<file path="src/rtl/dsram_arb_if.sv">
// dsram_arb_if: core, host and SRAM-side signals of the data SRAM arbiter
interface dsram_arb_if #(parameter int AW = 16);
  logic [AW-1:0] c_a;
  logic [3:0]    c_we;
  logic [31:0]   c_wd;
  logic [3:0]    c_re;
  logic          c_stall;
  logic [31:0]   c_rd;
  logic          c_rvld;
  logic          h_req;
  logic [AW-1:0] h_a;
  logic [3:0]    h_we;
  logic [31:0]   h_wd;
  logic [3:0]    h_re;
  logic          h_gnt;
  logic [31:0]   h_rd;
  logic          h_rvld;
  logic [AW-1:0] m_a;
  logic [3:0]    m_we;
  logic [31:0]   m_wd;
  logic [3:0]    m_re;
  logic [31:0]   m_rd;
  modport slave (
    input  c_a, c_we, c_wd, c_re, h_req, h_a, h_we, h_wd, h_re, m_rd,
    output c_stall, c_rd, c_rvld, h_gnt, h_rd, h_rvld, m_a, m_we, m_wd, m_re
  );
  modport master (
    output c_a, c_we, c_wd, c_re, h_req, h_a, h_we, h_wd, h_re, m_rd,
    input  c_stall, c_rd, c_rvld, h_gnt, h_rd, h_rvld, m_a, m_we, m_wd, m_re
  );
endinterface

</file>
<file path="src/rtl/dsram_arb.sv">
// dsram_arb: core-priority arbiter with a host starvation guard for the shared data SRAM
module dsram_arb #(
  parameter int AW       = 16,
  parameter int MAX_HOLD = 4
) (
  input logic        clk,
  input logic        rst,
  dsram_arb_if.slave bus
);
  typedef enum logic {CORE_PRI, HOST_TURN} state_t;
  state_t        state_q, state_d;
  logic [3:0]    cstreak_q, cstreak_d, cinc;
  logic          rsel_c_q, rsel_c_d, rsel_h_q, rsel_h_d;
  logic          creq, hreq, host_win, core_win, hit;
  logic [AW-1:0] a_win;
  always_comb begin
    creq      = |bus.c_we | |bus.c_re;
    hreq      = bus.h_req;
    host_win  = !rst & hreq & (!creq | state_q == HOST_TURN);
    core_win  = !rst & creq & !host_win;
    cinc      = cstreak_q + 4'd1;
    hit       = creq & hreq & cinc == 4'(MAX_HOLD);
    state_d   = state_q;
    cstreak_d = cstreak_q;
    if (state_q == CORE_PRI) begin
      cstreak_d = (creq & hreq & !hit) ? cinc : 4'd0;
      state_d   = hit ? HOST_TURN : CORE_PRI;
    end else if (creq | hreq) begin
      state_d   = CORE_PRI;
    end
    rsel_c_d  = core_win & |bus.c_re;
    rsel_h_d  = host_win & |bus.h_re;
    a_win     = host_win ? bus.h_a : bus.c_a;
  end
  always_ff @(posedge clk) begin
    if (rst) begin
      state_q   <= CORE_PRI;
      cstreak_q <= 4'd0;
      rsel_c_q  <= 1'b0;
      rsel_h_q  <= 1'b0;
    end else begin
      state_q   <= state_d;
      cstreak_q <= cstreak_d;
      rsel_c_q  <= rsel_c_d;
      rsel_h_q  <= rsel_h_d;
    end
  end
  assign bus.c_stall = creq & host_win;
  assign bus.h_gnt   = host_win;
  assign bus.c_rd    = bus.m_rd;
  assign bus.h_rd    = bus.m_rd;
  assign bus.c_rvld  = rsel_c_q;
  assign bus.h_rvld  = rsel_h_q;
  assign bus.m_a     = a_win;
  assign bus.m_wd    = host_win ? bus.h_wd : bus.c_wd;
  assign bus.m_we    = host_win ? bus.h_we : core_win ? bus.c_we : 4'd0;
  assign bus.m_re    = host_win ? bus.h_re : core_win ? bus.c_re : 4'd0;
endmodule

</file>
<file path="src/flat_wrapper.sv">
// flat-port wrapper written by rule: the top's interface ports become plain ports
module dsram_arb_flat 
#(
  parameter int AW       = 16,
  parameter int MAX_HOLD = 4
)
  (clk, rst, bus_c_a, bus_c_we, bus_c_wd, bus_c_re, bus_h_req, bus_h_a, bus_h_we, bus_h_wd, bus_h_re, bus_m_rd, bus_c_stall, bus_c_rd, bus_c_rvld, bus_h_gnt, bus_h_rd, bus_h_rvld, bus_m_a, bus_m_we, bus_m_wd, bus_m_re);
  dsram_arb_if #(.AW(AW)) bus_i ();
  input logic clk;
  input logic rst;
  input wire logic [$bits(bus_i.c_a)-1:0] bus_c_a;
  input wire logic [$bits(bus_i.c_we)-1:0] bus_c_we;
  input wire logic [$bits(bus_i.c_wd)-1:0] bus_c_wd;
  input wire logic [$bits(bus_i.c_re)-1:0] bus_c_re;
  input wire logic [$bits(bus_i.h_req)-1:0] bus_h_req;
  input wire logic [$bits(bus_i.h_a)-1:0] bus_h_a;
  input wire logic [$bits(bus_i.h_we)-1:0] bus_h_we;
  input wire logic [$bits(bus_i.h_wd)-1:0] bus_h_wd;
  input wire logic [$bits(bus_i.h_re)-1:0] bus_h_re;
  input wire logic [$bits(bus_i.m_rd)-1:0] bus_m_rd;
  output wire logic [$bits(bus_i.c_stall)-1:0] bus_c_stall;
  output wire logic [$bits(bus_i.c_rd)-1:0] bus_c_rd;
  output wire logic [$bits(bus_i.c_rvld)-1:0] bus_c_rvld;
  output wire logic [$bits(bus_i.h_gnt)-1:0] bus_h_gnt;
  output wire logic [$bits(bus_i.h_rd)-1:0] bus_h_rd;
  output wire logic [$bits(bus_i.h_rvld)-1:0] bus_h_rvld;
  output wire logic [$bits(bus_i.m_a)-1:0] bus_m_a;
  output wire logic [$bits(bus_i.m_we)-1:0] bus_m_we;
  output wire logic [$bits(bus_i.m_wd)-1:0] bus_m_wd;
  output wire logic [$bits(bus_i.m_re)-1:0] bus_m_re;
  assign bus_i.c_a = bus_c_a;
  assign bus_i.c_we = bus_c_we;
  assign bus_i.c_wd = bus_c_wd;
  assign bus_i.c_re = bus_c_re;
  assign bus_i.h_req = bus_h_req;
  assign bus_i.h_a = bus_h_a;
  assign bus_i.h_we = bus_h_we;
  assign bus_i.h_wd = bus_h_wd;
  assign bus_i.h_re = bus_h_re;
  assign bus_i.m_rd = bus_m_rd;
  assign bus_c_stall = bus_i.c_stall;
  assign bus_c_rd = bus_i.c_rd;
  assign bus_c_rvld = bus_i.c_rvld;
  assign bus_h_gnt = bus_i.h_gnt;
  assign bus_h_rd = bus_i.h_rd;
  assign bus_h_rvld = bus_i.h_rvld;
  assign bus_m_a = bus_i.m_a;
  assign bus_m_we = bus_i.m_we;
  assign bus_m_wd = bus_i.m_wd;
  assign bus_m_re = bus_i.m_re;
  dsram_arb #(.AW(AW), .MAX_HOLD(MAX_HOLD)) u_core (.clk(clk), .rst(rst), .bus(bus_i));
endmodule
</file>
<file path="config.mk">
export PLATFORM = sky130hd
export DESIGN_NAME = dsram_arb_flat
export DESIGN_NICKNAME = d
export VERILOG_FILES = /design/src/rtl/dsram_arb_if.sv /design/src/rtl/dsram_arb.sv /design/src/flat_wrapper.sv
export SDC_FILE = /design/constraint.sdc
export NUM_CORES = 1
export LEC_CHECK = 0
export BUFFER_PORTS_ARGS = -buffer_cell sky130_fd_sc_hd__buf_2
export CORE_AREA = 2 2 105 107
export CTS_CLUSTER_DIAMETER = 120
export DETAILED_ROUTE_END_ITERATION = 10
export DIE_AREA = 0 0 107 109
export GPL_ROUTABILITY_DRIVEN = 1
export PLACE_DENSITY = 0.58
export REMOVE_ABC_BUFFERS = 1
export SYNTH_ARGS = -nofsm -noshare
export SYNTH_HDL_FRONTEND = slang
export SYNTH_SLANG_ARGS = --single-unit
</file>
<file path="constraint.sdc">
create_clock -name clk -period 2.58 [get_ports clk]
set_input_delay 0.516 -clock clk [delete_from_list [all_inputs] [get_ports clk]]
set_output_delay 0.516 -clock clk [all_outputs]
set_load 0.02 [all_outputs]
</file>
---- Yosys cells after proc, flatten, opt, wreduce, memory -nomap -nowiden ----
Cells that the tools add are included.
operators by class
  equality and inequality tests ........... 1
  muxes and demuxes ....................... 10
  order comparisons ....................... 0
  shift-type cells ........................ 0
  reductions and logical operators ........ 7
  $mul .................................... 0
  divide/modulo/power cells ............... 0
  bitwise logic cells ..................... 13
  add/sub/neg operators ................... 1
operator list
  kind                                                 count
  two-way mux 32 bit                                   1
  two-way mux 4 bit                                    5
  two-way mux 16 bit                                   1
  OR reduction 4 bit                                   3
  AND 1 bit                                            10
  adder 4 x 1 -> 4 bit, second input constant          1
  equality test 4 x 3 -> 1 bit, second input constant  1
  zero test 1 bit                                      4
  two-way mux 1 bit                                    3
  OR 1 bit                                             3
word-level totals
  register bits after elaboration ......... 7
  word-level logic and storage cells ...... 36
  ROM bits ................................ 0
  bits in latches ......................... 0
  memory bits (writable) .................. 0
  memories ................................ 0

---- Depth between registers and ports, before layout ----
Gate-level depths: netlist of run 1.
  word-level depth ........................ 9
  gate-level depth with buffers ........... 6
  depth with buffers taken out ............ 4

---- Worst setup path after synthesis of run 1 ----
Ideal clock, no wire load.
  kind .................................... input port to output port
  start ................................... input port bus_c_we[3]
  end ..................................... output port bus_m_a[14]
  stages on the path ...................... 6
  slack ................................... -0.050 ns
  required time ........................... 2.064 ns
  arrival ................................. 2.114 ns
  cell sequence ........................... or4_1 o21a_4 nor2_8 buf_12 buf_6 mux2_1
on the way
  word-level cells in the longest chain between the ends .. 6
ends and longest elaborated chain
  element              line                RTL
  from (decl)          flat_wrapper.sv:12  input wire logic [$bits(bus_i.c_we)-1:0] bus_c_we;
  OR reduction 4 bit   dsram_arb.sv:17     creq = |bus.c_we | |bus.c_re;
  OR 1 bit             dsram_arb.sv:17
  zero test 1 bit      dsram_arb.sv:19     host_win = !rst & hreq & (!creq | state_q == HOST_TURN);
  OR 1 bit             dsram_arb.sv:19
  AND 1 bit            dsram_arb.sv:19
  named net bus_h_gnt  flat_wrapper.sv:24  output wire logic [$bits(bus_i.h_gnt)-1:0] bus_h_gnt;
  two-way mux 16 bit   dsram_arb.sv:33     a_win = host_win ? bus.h_a : bus.c_a;
  to (decl)            flat_wrapper.sv:27  output wire logic [$bits(bus_i.m_a)-1:0] bus_m_a;
The timed path passes the listed nets, and every way through them passes these cells.

---- Worst setup path after layout of run 1 ----
  start ................................... input port bus_c_re[1]
  end ..................................... output port bus_m_wd[2]
on the way
  word-level cells in the longest chain between the ends .. 6
ends and longest elaborated chain
  element             line                RTL
  from (decl)         flat_wrapper.sv:14  input wire logic [$bits(bus_i.c_re)-1:0] bus_c_re;
  OR reduction 4 bit  dsram_arb.sv:17
  OR 1 bit            dsram_arb.sv:17
  zero test 1 bit     dsram_arb.sv:19
  OR 1 bit            dsram_arb.sv:19
  AND 1 bit           dsram_arb.sv:19
  two-way mux 32 bit  dsram_arb.sv:55     assign bus.m_wd = host_win ? bus.h_wd : bus.c_wd;
  to (decl)           flat_wrapper.sv:29  output wire logic [$bits(bus_i.m_wd)-1:0] bus_m_wd;
Every way passes these cells.

==> results of run 1 <==
-- synthesized netlist by cell type (all sizes together) --
library cell	count
nor3	2
nor2	6
a21oi	1
or4	3
o32a	1
dfxtp	7
nand4	1
mux2	48
nor2b	1
and2	1
nand3	1
o21a	1
mux2i	1
a211oi	1
nor4	1
xnor2	1
nand2b	1
a22o	8
ha	1
nor3b	1
inv	1
buf	70
xor2	2
-- repair_timing --
action | CTS | global route
hold endpoints to repair | 0 | 0
cloned | 2 | 2
gates resized for setup | 52 | 54
pin swaps | 0 | 8
endpoints found under the setup margin | 57 | 56
buffers inserted | 2 | 2
-- routing by layer --
metal,part of all wire (%),vias up
met5,0,-
met4,0.22,0
met3,19,4
met2,44,184
met1,37,776
li1,-,753
-- registers in the layout (all words and copies together) (netlist names) --
signal,count
u_core.bus.c_rvld,1
u_core.bus.h_rvld,1
u_core.cstreak_q,4
u_core.state_q,1
-- path summary, 6_finish.rpt --
| path | endpoint | slack [ps] |
|---|---|---|
| max | bus_m_wd[2] | -230 |
| min | u_core.state_q | 510 |
| max reg2reg | u_core.state_q | 1230 |
| min reg2reg | u_core.cstreak_q[3] | 530 |
-- power breakdown --
part,switching [mW],leakage [nW],internal [mW]
Sequential,0.00166,0.0571,0.111
Clock,0.0471,0.0228,0.107
Combinational,0.144,1.29,0.194
Total,0.192,1.37,0.412
-- metrics by stage --
step	area [um^2]	hold WS (ps)	util (%)	total power, mW
after floorplan	1030	480	-	0.246
after global placement	2170	504	20.5	0.386
after detailed placement	2170	526	20.5	0.390
after CTS	2470	506	23.3	0.576
after global routing	2720	523	25.6	0.638
final	2720	511	25.6	0.605
-- logic make-up after synthesis --
family          Yosys count  share of synthesized area, %
mux                      49                          39.1
compound gates           12                          6.72
flops                     7                          8.75
buf+inv                  71                          35.6
xor+xnor                  3                          1.64
fa+ha+maj                 1                         0.781
simple gates             18                          7.42
-- cell type report --
cell class	count	area share, %
Sequential cell	7	5.15
Tap cell	140	6.44
Timing Repair Buffer	191	52.3
Clock buffer	4	1.66
Multi-Input combinational cell	83	34.3
Inverter	1	0.138
==> reports/metrics.yaml, run 1 <==
status: "finished, violations left"
violations: "setup timing"
grt_overflow_total: 0
final_cell_count_no_fill: 426
clkTransAtPathRegs_ps: 40
min_path_type: "input pin to flop"
power.density_nw_per_um2: 222
crit_family: "simple AND/OR/NAND/NOR gates"
post-dp-hpwl_mm: 6.55
slowest_delay_ps: 540
grtUsageMet2_pct: 16.7
vias: 1717
gp_congestion: 0.745
r2r_start: "u_core.state_q"
drc_errors: 0
register_area_um2: 140
syn_inst: 161
path_cells: "buf_6 > or4_4 > o21a_4 > nor2_8 > buf_12 > buf_12 > mux2_2 > buf_6"
met3_usage_pct: 11.2
cts_tree: "built"
critPathMaxFanout: 8
antennaDiodeCount: 0
crit_cells: 8
skew_ps: 0.988
hold_viol: 0
first_iter_violations: 72
clockBufferDepth: 2
worst_pin_slew_ps: 662
die_h_um: 109
io_buffers: 174
layout_common_cells: "127 x buf_2, 48 x buf_6, 29 x mux2_4"
fmax_mhz: 356
antenna_found_initial: 0
drt-total-wl_mm: 8.23
drtAntennaViolNets: 0
syn_area_um2: 1600
gr-usage-met1_pct: 13.7
top_usage_layer: "met2"
worst_path_max_delay_cell: "or4_4"
rsz0062_at_grt: "true"
post_drt_wl_per_cell_um: 19.3
synth_top_cell_by_area: "buf_4"
clock_latency_ps: 230
critPathRequiredTime_ps: 2060
synth_area_leaders: "buf_4 31%, mux2_2 19%, mux2_4 19%, dfxtp_1 8.8%, a22o_1 4.4%"
cp_data_arrival_time_ps: 2290
pre_cts_ws_ps: -341
hold_depth: 2
finalNetCount: 435
htreeDepth: 1
coreArea_um2: 10600
io_pins: 271
via_per_inst: 4.03
power.leakage_nw: 1.37
slew_headroom_pct: 55.8
area_delta_synth_final_pct: 69.8
critPathBufInv: 4
dieArea_um2: 11700
hold_start: "rst"
cp-end-kind: "output port"
syn_area_per_cell_um2: 9.95
die-width_um: 107
ys_types: 29
start_util_pct: 15.1
min_period_over_period_pct: 109
clockRootBuffer: "clkbuf_8"
grt_pass1_wl_mm: 10.2
slew_viol_final: 0
fin_tns_setup_ps: -10240
seq_area_frac_synth_pct: 8.75
setup_violations: 56
yosysTopAreaCellShare_pct: 30.9
r2r_cells: 3
fillers: 1136
cts_made_buffers: 3
setup_slack_ps: -226
drive_gt1_share_pct: 86.4
start_kind: "input pin"
grt_max_degree: 24
ys_ff_latch: 7
mostFrequentLayoutCell: "buf_2"
multiInputGateArea_um2: 933
first_pass_iters: 4
hold_buffers: 0
placed_cells: 414
core.rowCount: 38
crit_type: "input pin to output port"
post-route-min-period_ps: 2810
grt_pass1_vias: 1716
cap_violations: 0
ir_worst_vdd_v: 0.000283
numClockSinks: 7
worstSetupStartpoint: "bus_c_re[1]"
grtUsageTotal_pct: 12.0
yosys_warnings: 0
Power figures use the tool's default switching activity.
==> run 2: changes to the inputs <==
==> constraint.sdc (replaced) <==
create_clock -name clk -period 2.58 [get_ports clk]
set_input_delay 0.516 -clock clk [delete_from_list [all_inputs] [get_ports clk]]
set_output_delay 0.516 -clock clk [all_outputs]
set_load 0.1 [all_outputs]
==> run 2 against run 1 <==
The flow still finishes with violations (setup timing). Clock-buffer cell count did not move. Hold slack better by 13 ps. Sequential power about the same. Total power increased by 70%. Register-to-register slack lost 20 ps. Combinational power rose by 120%. Sequential share of layout area is 0.83 points lower. Cell count is 0.23% higher. Global-route usage is 0.48 points higher. First-iteration DRC count fell by 1.4%. Sequential cell count stayed put. Critical endpoint is now bus_m_wd[24]. Largest cell class unchanged.
==> reports/metrics.yaml, run 2 (synthesis gave the netlist of run 1 again) <==
first_iter_violations: 71
via_per_inst: 4.01
mostFrequentLayoutCell: "buf_2"
min_period_over_period_pct: 111
antennaDiodeCount: 0
drtAntennaViolNets: 0
vias: 1714
regToRegSetupSlack_ps: 1210
gp_congestion: 0.689
cts_tree: "built"
finalNetCount: 436
rsz0062_at_grt: "true"
setup_violations: 56
worst_pin_slew_ps: 793
start_kind: "input pin"
die_h_um: 109
fmax_mhz: 349
hold_viol: 0
hold_buffers: 0
r2r_cells: 4
ir_worst_vdd_v: 0.000197
first_pass_iters: 4
violations: "setup timing"
grtUsageTotal_pct: 12.5
post_drt_wl_per_cell_um: 18.7
largest_reg_flops: 4
slew_viol_final: 0
htreeDepth: 1
wl_met2_mm: 3.58
clockBufferDepth: 2
cp-end-kind: "output port"
cp_data_arrival_time_ps: 2350
min_path_type: "input pin to flop"
clockRootBuffer: "clkbuf_8"
die-width_um: 107
fin_area_um2: 3240
coreArea_um2: 10600
critPathMaxFanout: 29
dr_wl_met3_mm: 1.48
drt-total-wl_mm: 8.00
io_pins: 271
critPathRequiredTime_ps: 2060
max_flop_register: "u_core.cstreak_q"
status: "finished, violations left"
io_buffers: 174
wirelength_met1_mm: 2.91
post-route-min-period_ps: 2860
drc_errors: 0
hold_depth: 2
holdPathEnd: "u_core.state_q"
post-dp-hpwl_mm: 6.92
grt_overflow_total: 0
skew_ps: 2.04
regToRegEndpoint: "u_core.cstreak_q[1]"
drive_gt1_share_pct: 87.5
highest_layer: "met4"
antenna_found_initial: 0
crit_type: "input pin to output port"
numClockSinks: 7
slew_headroom_pct: 47.0
clock_latency_ps: 230
cts_made_buffers: 3
setup_slack_ps: -284
fillers: 1072
area_delta_synth_final_pct: 102
grt_pass1_wl_mm: 10.7
core.rowCount: 38
power.density_nw_per_um2: 316
cap_violations: 0
layout_common_cells: "115 x buf_2, 59 x buf_12, 28 x mux2_4"
clkTransAtPathRegs_ps: 40
grt_max_degree: 30
dieArea_um2: 11700
r2r_start: "u_core.cstreak_q[0]"
grt_pass1_vias: 1862
placed_area_um2: 3070
hold_start: "rst"
start_util_pct: 15.1
power.leakage_nw: 1.57
pre_cts_ws_ps: -406
[run 2: worst max-delay path by stage]
stage,slack [ps],endpoint,startpoint,cells past startpoint
after floorplan,-1010,bus_m_re[0],bus_c_we[3],4
after global placement,-390,bus_m_a[14],bus_c_we[3],7
after detailed placement,-410,bus_m_a[14],bus_c_we[3],7
after CTS,-300,bus_m_wd[13],bus_c_we[3],7
after global routing,-330,bus_m_wd[8],bus_c_we[3],7
final,-280,bus_m_wd[24],bus_c_we[2],7
[run 2: area by class of cell]
| cell class | instances | area (um^2) | area share [%] |
|---|---|---|---|
| inverters | 1 | 3.75 | 0.116 |
| repair buffers | 192 | 1910 | 59.0 |
| clock buffers | 4 | 45.0 | 1.39 |
| flip-flops and latches | 7 | 140 | 4.33 |
| multi-input cells | 83 | 965 | 29.8 |
| well taps | 140 | 175 | 5.41 |
[run 2: power by group]
part / total (mW) / switching (mW) / internal, mW / leakage, nW
clock: 0.154 / 0.0473 / 0.107 / 0.0228
sequential: 0.113 / 0.00190 / 0.112 / 0.0571
combinational: 0.757 / 0.457 / 0.300 / 1.49
total: 1.02 / 0.506 / 0.519 / 1.57
[run 2: what timing repair did]
item                                    4_1_cts  5_1_grt
resized for setup                            16        5
endpoints found under the setup margin       57       57
pin swaps                                     0        0
buffers inserted                              1        0
gates cloned                                  1        0
[run 2: metal layers]
metal,global-route usage (%),up-vias
met2,17.7,178
met1,14.3,780
met4,1.95,0
met3,10.6,4
li1,-,752
met5,4.91,-
[run 2: worst max-delay path: stages]
cell    delay [ps]
buf_2          110
or4_4          540
o21a_4         240
nor2_8         140
buf_12         210
mux2_2         390
buf_12         170
[run 2: per-stage QoR]
stage | cells | hold slack (ps) | utilization (%) | setup TNS [ps] | power [mW]
after floorplan | 91 | 480 | - | -42930 | 0.542
after global placement | 422 | 493 | 29.0 | -17240 | 0.855
after detailed placement | 422 | 524 | 29.0 | -18330 | 0.862
after CTS | 428 | 507 | 30.5 | -13360 | 1.03
after global routing | 427 | 528 | 30.6 | -13890 | 1.06
final | 427 | 524 | 30.6 | -11440 | 1.02
